===== config.mk =====
export PLATFORM = sky130hd
export DESIGN_NAME = alu_issue_wb
export DESIGN_NICKNAME = d
export VERILOG_FILES = /design/src/rtl/alu_issue_wb.sv
export SDC_FILE = /design/constraint.sdc
export NUM_CORES = 1
export LEC_CHECK = 0
export BUFFER_PORTS_ARGS = -buffer_cell sky130_fd_sc_hd__buf_2
export CORE_ASPECT_RATIO = 1.5
export CORE_UTILIZATION = 40
export CTS_BUF_LIST = sky130_fd_sc_hd__clkbuf_8
export DETAILED_ROUTE_END_ITERATION = 8
export PLACE_DENSITY = 0.68
export SKIP_LAST_GASP = 1
export SLEW_MARGIN = 15
export SYNTH_ARGS = -nofsm -noshare
export SYNTH_HDL_FRONTEND = slang
export SYNTH_SLANG_ARGS = --single-unit

===== constraint.sdc =====
create_clock -name clk -period 2.6 [get_ports clk]
set_input_delay 0.26 -clock clk [delete_from_list [all_inputs] [get_ports clk]]
set_output_delay 0.26 -clock clk [all_outputs]
set_load 0.02 [all_outputs]

===== src/rtl/alu_issue_wb.sv =====
// ---------------------------------------------------------------------------
// alu_issue_wb
//
// Issue / write-back controller between RV32I fetch-decode and the ALU.
// Accepts one OP or OP-IMM instruction over a valid/ready handshake. It decodes
// the instruction into a 4-bit ALU opcode and operand B (imme_rs), and strobes
// op_valid for one cycle. It then waits for the ALU result and performs a
// single-cycle register-file write-back. Only one operation is in flight.
//
// Ports
//   clk, rst_n      rising-edge clock, asynchronous active-low reset
//   instr_valid     instruction offered by decode
//   instr_ready     block is idle and can accept an instruction
//   instr           RV32I instruction word
//   rs1_addr        register-file read address (rs_data goes straight to ALU)
//   rs2_addr        register-file read address for rs2_data
//   rs2_data        register-file rs2 value (operand B for R-type)
//   opcode          ALU opcode {bit3, funct3}
//   imme_rs         ALU operand B
//   op_valid        one-cycle ALU start strobe
//   alu_data_out    ALU result
//   alu_data_valid  ALU result valid
//   rd_we           write-back enable (never asserted for x0)
//   rd_addr         write-back register
//   rd_data         write-back data
//   illegal_instr   one-cycle pulse when an offered instruction is rejected
//   alu_timeout     one-cycle pulse when the ALU fails to answer in MAX_WAIT
// ---------------------------------------------------------------------------
module alu_issue_wb #(
  parameter int BUS_WIDTH    = 32,
  parameter int OPCODE_WIDTH = 4,
  parameter int MAX_WAIT     = 16
) (
  input  logic                    clk,
  input  logic                    rst_n,
  input  logic                    instr_valid,
  output logic                    instr_ready,
  input  logic [31:0]             instr,
  output logic [4:0]              rs1_addr,
  output logic [4:0]              rs2_addr,
  input  logic [BUS_WIDTH-1:0]    rs2_data,
  output logic [OPCODE_WIDTH-1:0] opcode,
  output logic [BUS_WIDTH-1:0]    imme_rs,
  output logic                    op_valid,
  input  logic [BUS_WIDTH-1:0]    alu_data_out,
  input  logic                    alu_data_valid,
  output logic                    rd_we,
  output logic [4:0]              rd_addr,
  output logic [BUS_WIDTH-1:0]    rd_data,
  output logic                    illegal_instr,
  output logic                    alu_timeout
);

  // -------------------------------------------------------------------------
  // Configuration checks
  // -------------------------------------------------------------------------
  if (OPCODE_WIDTH != 4) begin : g_bad_opcode_width
    $error("alu_issue_wb: OPCODE_WIDTH must be 4");
  end
  if (MAX_WAIT < 1 || MAX_WAIT > 255) begin : g_bad_max_wait
    $error("alu_issue_wb: MAX_WAIT must be in 1..255");
  end
  if (BUS_WIDTH < 12) begin : g_bad_bus_width
    $error("alu_issue_wb: BUS_WIDTH must hold a 12-bit immediate");
  end

  localparam logic [6:0] OPC_OP     = 7'b0110011;
  localparam logic [6:0] OPC_OP_IMM = 7'b0010011;
  localparam logic [6:0] F7_ZERO    = 7'b0000000;
  localparam logic [6:0] F7_ALT     = 7'b0100000;

  // Last count value of the WAIT counter; reaching it without a result
  // means MAX_WAIT WAIT cycles have elapsed.
  localparam logic [7:0] WAIT_LAST  = 8'(MAX_WAIT - 1);

  typedef enum logic [1:0] {
    S_IDLE,
    S_ISSUE,
    S_WAIT,
    S_WB
  } state_t;

  state_t               state;
  logic [4:0]           rd_q;
  logic                 is_r_q;     // operand B comes from rs2_data
  logic [BUS_WIDTH-1:0] imme_q;
  logic [7:0]           wait_cnt;

  // -------------------------------------------------------------------------
  // Instruction decode (pure function of the offered word)
  // -------------------------------------------------------------------------
  logic [6:0]           dec_major;
  logic [2:0]           dec_f3;
  logic [6:0]           dec_f7;
  logic                 dec_legal;
  logic                 dec_is_r;
  logic                 dec_bit3;
  logic [BUS_WIDTH-1:0] dec_imm;

  assign dec_major = instr[6:0];
  assign dec_f3    = instr[14:12];
  assign dec_f7    = instr[31:25];

  // NOTE: every always_comb output gets a default first so no path can leave
  // it unassigned and infer a latch.
  always_comb begin
    dec_legal = 1'b0;
    dec_is_r  = 1'b0;
    dec_bit3  = 1'b0;
    dec_imm   = '0;
    case (dec_major)
      OPC_OP: begin
        dec_is_r = 1'b1;
        // The alternate funct7 only exists for SUB and SRA.
        dec_legal = (dec_f7 == F7_ZERO) ||
                    ((dec_f7 == F7_ALT) && (dec_f3 == 3'b000 || dec_f3 == 3'b101));
        dec_bit3  = instr[30];
      end
      OPC_OP_IMM: begin
        case (dec_f3)
          3'b001: begin
            dec_legal = (dec_f7 == F7_ZERO);
            dec_imm   = {{(BUS_WIDTH-5){1'b0}}, instr[24:20]};
          end
          3'b101: begin
            dec_legal = (dec_f7 == F7_ZERO) || (dec_f7 == F7_ALT);
            dec_bit3  = instr[30];     // SRAI vs SRLI
            dec_imm   = {{(BUS_WIDTH-5){1'b0}}, instr[24:20]};
          end
          default: begin
            // instr[30] is an immediate bit here, not an opcode modifier.
            dec_legal = 1'b1;
            dec_imm   = {{(BUS_WIDTH-12){instr[31]}}, instr[31:20]};
          end
        endcase
      end
      default: dec_legal = 1'b0;
    endcase
  end

  // During ISSUE an R-type operand B is forwarded from the register file so
  // the ALU sees it together with op_valid; it is captured at the end of
  // ISSUE and held from the register afterwards.
  assign imme_rs = (state == S_ISSUE && is_r_q) ? rs2_data : imme_q;

  // -------------------------------------------------------------------------
  // Control FSM with registered outputs
  // -------------------------------------------------------------------------
  // NOTE: sequential state uses non-blocking assignments so every register
  // samples pre-edge values regardless of statement order.
  always_ff @(posedge clk or negedge rst_n) begin
    if (!rst_n) begin
      state         <= S_IDLE;
      instr_ready   <= 1'b0;
      rs1_addr      <= '0;
      rs2_addr      <= '0;
      opcode        <= '0;
      op_valid      <= 1'b0;
      rd_we         <= 1'b0;
      rd_addr       <= '0;
      rd_data       <= '0;
      illegal_instr <= 1'b0;
      alu_timeout   <= 1'b0;
      rd_q          <= '0;
      is_r_q        <= 1'b0;
      imme_q        <= '0;
      wait_cnt      <= '0;
    end else begin
      // Single-cycle strobes default low.
      op_valid      <= 1'b0;
      rd_we         <= 1'b0;
      illegal_instr <= 1'b0;
      alu_timeout   <= 1'b0;

      case (state)
        S_IDLE: begin
          instr_ready <= 1'b1;
          if (instr_valid && instr_ready) begin
            if (dec_legal) begin
              rd_q        <= instr[11:7];
              rs1_addr    <= instr[19:15];
              rs2_addr    <= instr[24:20];
              opcode      <= {dec_bit3, dec_f3};
              is_r_q      <= dec_is_r;
              imme_q      <= dec_imm;
              op_valid    <= 1'b1;
              instr_ready <= 1'b0;
              state       <= S_ISSUE;
            end else begin
              illegal_instr <= 1'b1;
            end
          end
        end

        S_ISSUE: begin
          if (is_r_q) begin
            imme_q <= rs2_data;
          end
          wait_cnt <= '0;
          if (alu_data_valid) begin
            rd_we   <= (rd_q != 5'd0);
            rd_addr <= rd_q;
            rd_data <= alu_data_out;
            state   <= S_WB;
          end else begin
            state <= S_WAIT;
          end
        end

        S_WAIT: begin
          if (alu_data_valid) begin
            rd_we   <= (rd_q != 5'd0);
            rd_addr <= rd_q;
            rd_data <= alu_data_out;
            state   <= S_WB;
          end else if (wait_cnt == WAIT_LAST) begin
            alu_timeout <= 1'b1;
            instr_ready <= 1'b1;
            state       <= S_IDLE;
          end else begin
            wait_cnt <= wait_cnt + 8'd1;
          end
        end

        S_WB: begin
          // The write-back cycle is spent even when rd is x0.
          instr_ready <= 1'b1;
          state       <= S_IDLE;
        end

        default: begin
          instr_ready <= 1'b0;
          state       <= S_IDLE;
        end
      endcase
    end
  end

endmodule


# Word level (Yosys, flattened, before mapping)
# Index checks and enable logic that the tools add are counted.
# classes
add_sub_neg,1
div_mod_pow,0
eq_ne,16
shifts,0
magnitude_cmp,0
mul,0
n_mux,36
reduce_logical,21
n_bitwise,0
# ops
operator,count
32-bit two-way mux,6
32-bit case mux with 2 select lines,1
1-bit two-way mux,17
8-bit two-way mux,2
8-bit case mux with 2 select lines,1
7-bit by 6-bit equality test with 1-bit output (second input constant),2
2-bit != test (second input constant),6
3-bit AND reduction,4
8-bit by 1-bit adder with 8-bit output (second input constant),1
8-bit by 4-bit equality test with 1-bit output (second input constant),1
2-bit two-way mux,4
2-bit case mux with 4 select lines,1
7-bit by 5-bit equality test with 1-bit output (second input constant),1
7-bit logical NOT,1
1-bit case mux with 2 select lines,3
5-bit nonzero test,1
2-bit equality test (second input constant),2
4-bit AND reduction,1
2-bit nonzero test,2
2-bit OR reduction,2
3-bit by 1-bit equality test with 1-bit output (second input constant),1
3-bit equality test (second input constant),1
1-bit logical AND,3
3-bit logical NOT,1
other kinds (7),9
# totals
input_bits,100
regBits,104
latchBits,0
word_cells,89
out_inout_bits,88
ram_bits,0
rom_bits,0
mem_count,0

# Depth between registers and ports, before layout
# depth
word_depth,8
ltp_mapped,8
ltp_nobuf,7

# Worst setup path after synthesis
# OpenSTA, ideal clock, no wires.
# synth_timing
kind,input to register
from,input instr[31]
to,register imme_q[11]
path_slack_ns,0.490
path_stages,6
arrival_time_ns,1.986
setup_time_ns,0.125
path_buffers,1
required_time_ns,2.475
cell_sequence,or4_1 -> o32ai_2 -> nand4_2 -> a21oi_4 -> buf_6 -> mux2_2
# synth_between
elab_chain_len,6
elab_cells_between_ends,14
classes_between,2 x eq/ne; 7 x mux; 5 x reduce/logical
# synth_lines
item,line,text
from (decl),38,"input logic [31:0] instr,"
7-bit by 6-bit equality test with 1-bit output or 7-bit logical NOT (tied branches),--,
1-bit logical OR or 1-bit logical AND (tied branches),"126, 116",
1-bit case mux with 2 select lines or 1-bit logical OR (tied branches),"120, 115",
1-bit case mux with 2 select lines,111,case (dec_major)
2-bit != test (no source line),--,
4-bit AND reduction (no source line),--,
to (signal assigned),185,imme_q <= dec_imm;
to (signal assigned),197,imme_q <= rs2_data;
to (decl),86,logic [BUS_WIDTH-1:0] imme_q;
# Several ways; a longest one is shown, not always the timed one. The select of a mux whose other input is x is not followed.
# A chain may end at the register's enable or synchronous reset.

# Worst setup path after layout
# layout_timing
from,register state[1]
to,output imme_rs[10]
# layout_between
elab_chain_len,3
# layout_lines
item,line,text
from (decl),83,state_t state;
from (signal assigned),153,state <= S_IDLE;
from (signal assigned),188,state <= S_ISSUE;
from (signal assigned),204,state <= S_WB;
2-bit by 1-bit equality test with 1-bit output,144,assign imme_rs = (state == S_ISSUE && is_r_q) ? rs2_data : imme_q;
1-bit logical AND,144,
32-bit two-way mux,144,
to (decl),43,"output logic [BUS_WIDTH-1:0] imme_rs,"
# Every way passes these cells.

==> impl_results.md <==
* Status: completed
* Initial DRC Count at 119
* Antenna violations before repair at 0
* Critical path class: reg2out
* Reg-to-Reg Start: state[1]
* Wire per inst at 15.5 um
* Syn. warnings at 0
* Peak VDD IR at 0.471 mV
* Hold Path Class: in2reg
* Die H at 137 um
* Worst-path fanout max at 27
* CTS Buffer Depth at 2
* NumNets Final at 678
* Reg clk slew, reported paths at 110 ps
* Ys async rst share at 100%
* Max frequency at 0.405 GHz
* Tcrit/Tclk final at 94.9%
* CP arrival at 2210 ps
* Most common cell in the netlist: mux2_2
* Fillers at 1039
* Crit end category: output pin
* Fraction of layout cells with a size suffix above 1 at 58.1%
* Antenna Nets Post-Route at 0
* CP Launch Point: state[1]
* Synth Register Bits at 104
* Crit-path slowest cell: dfrtp_1
* Hold path startpoint: alu_data_out[26]
* RSZ-0062 raised after global routing: false
* Max-slew violations at 0
* Htree depth at 3
* Number of global-route vias before repair at 3945
* Max-cap violations at 0
* Leakage at 0.00338 uW
* Worst skew pair latency at 380 ps
* Unique masters post-synth at 39
* Die W at 92.0 um
* I/O pin cnt at 188
* Core area at 11700 um2
* Final min period at 2470 ps
* CP Launch Type: register
* Post-synth top cells: 118 x mux2_2, 104 x dfrtp_1, 55 x nand2_1
* Mapped Area at 4860 um2
* Clock skew at 16.2 ps
* Total Wirelength at 11300 um
* N_diodes at 0
* Cell Chain, Critical Path: inv_1 > ha_2 > nand2_1 > buf_12 > mux2_2 > buf_2
* First-pass GRT wire length at 18400 um
* Largest net degree at the start of global routing at 58
* # rows at 48
* Port Buffers at 187
* GRT Resource Usage Total at 18.8%
* Critical Path RT at 2340 ps
* Register area share after synthesis at 53.6%
* Placer Congestion at 0.786
* Slew Limit Headroom at 44.4%
* Dpl cells at 711
* Vias per cell at 5.11
* Via count at 3719
* TritonCTS buffer count at 9
* Starting density of the core at 41.7%
* GRT overflow at 0
* PD cells at 1060 nW/um2
* Cells after Synth at 383
* Largest area contributor in the netlist: dfrtp_1
* Clock sink count at 104
* CTS tree: done
* DRC Markers at 0
* P&R area growth vs syn at 27.8%
* Root buffer selected by CTS: clkbuf_8
* Setup TNS at 0 ps
* Final hold slack at 103 ps
* Final Total Pwr at 6560 uW
* Die ar. at 12600 um2
* Post-Syn Nets at 488
* Number of flops mapped to enable cells by yosys at 0
* Crit-path leading delay family: buffers and inverters
* Post-CTS Repair Setup Buffers at 0
* Buf+Inv Stages, Crit Path at 3
* Final HPWL DP at 8550 um
* Worst-Margin Slew at 826 ps
* Top_reg_cell synth: dfrtp_1
* Final Hold Viols at 0
* Final std cells w/o fill at 728
* First drt pass iteration count at 4
* Top post-synthesis cells by area: dfrtp_1 54%, mux2_2 27%, nand2_1 4.3%
* Crit-path max cell delay at 430 ps
* # setup viols final at 0
* Mapped Avg Cell Area at 12.7 um2
* Top cell type's share of synthesized area at 53.6%
==> worst paths after layout <==
kind,to,slack (ps),cells past startpoint
max,imme_rs[10],130,6
min,rd_data[26],100,2
max reg2reg,imme_q[30],420,7
min reg2reg,imme_q[17],500,1
max in group asynchronous,imme_q[8],1430,3
min in group asynchronous,imme_q[20],420,2
==> repair_timing <==
item	in CTS	in global routing
gates resized for setup	1	0
hold endpoints to repair	47	0
setup endpoints to repair	27	0
hold buffers	1	0
==> state kept, by name, indices dropped and copies added, names as in the netlist, 2 cells and up <==
register,flops
imme_q,32
opcode,4
rd_addr,5
rd_data,32
rd_q,5
rs1_addr,5
rs2_addr,5
state,2
wait_cnt,8
==> power by group <==
group / internal [uW] / switching, uW
clock: 380 / 620
combinational: 1500 / 1770
sequential: 2070 / 223
total: 3950 / 2610
==> routing by layer <==
| metal | part of all wire, % | track usage, % |
|---|---|---|
| met4 | 2.4 | 8.25 |
| met1 | 39 | 21.3 |
| met5 | 0 | 0 |
| met2 | 51 | 33.4 |
| met3 | 6.7 | 4.67 |
==> stage by stage <==
step / utilization (%) / cell area (um2) / setup slack, ps
global route: 53.3 / 6210 / 3.02
CTS: 53.3 / 6210 / 95.0
detailed placement: 51.5 / 6000 / 251
finish: 53.3 / 6210 / 133
global placement: 51.5 / 6000 / 326
floorplan: - / 4860 / 490
==> area by class of cell <==
class                           instances  area [um2]  share of cell area [%]
Clock buffer                            9         124                    2.00
Clock inverter                          7        73.8                    1.19
Inverter                                4        15.0                   0.242
Multi-Input combinational cell        256        2140                    34.5
Sequential cell                       104        2600                    41.9
Tap cell                              150         188                    3.02
Timing Repair Buffer                  198        1060                    17.1
==> kinds of logic after synthesis <==
group                      share of synthesized area (%)
AOI/OAI and AO/OA                                   4.61
xor gates and xnor gates                            1.08
adders and majority gates                           1.29
buffers and inverters                               2.34
DFF                                                 53.6
muxes                                               28.0
and+or+nand+nor                                     9.09
==> layout by cell type, fill, tap and decap left out, types with 3 or more instances in the layout <==
master | synthesis | final
nand4_1 | 4 | 4
xor2_1 | 6 | 6
ha_1 | 5 | 4
inv_1 | 4 | 4
o21ai_0 | 4 | 4
buf_2 | 4 | 186
nor2_1 | 13 | 13
nand2_1 | 55 | 55
dfrtp_1 | 104 | 104
a22o_1 | 11 | 11
clkbuf_8 | 0 | 9
and3_1 | 3 | 3
mux2_2 | 118 | 118
a21oi_1 | 4 | 4
nor3_1 | 3 | 3
nor2b_1 | 4 | 4
buf_4 | 0 | 8
buf_12 | 0 | 3
Note: power is estimated with default switching activity, not from simulation.
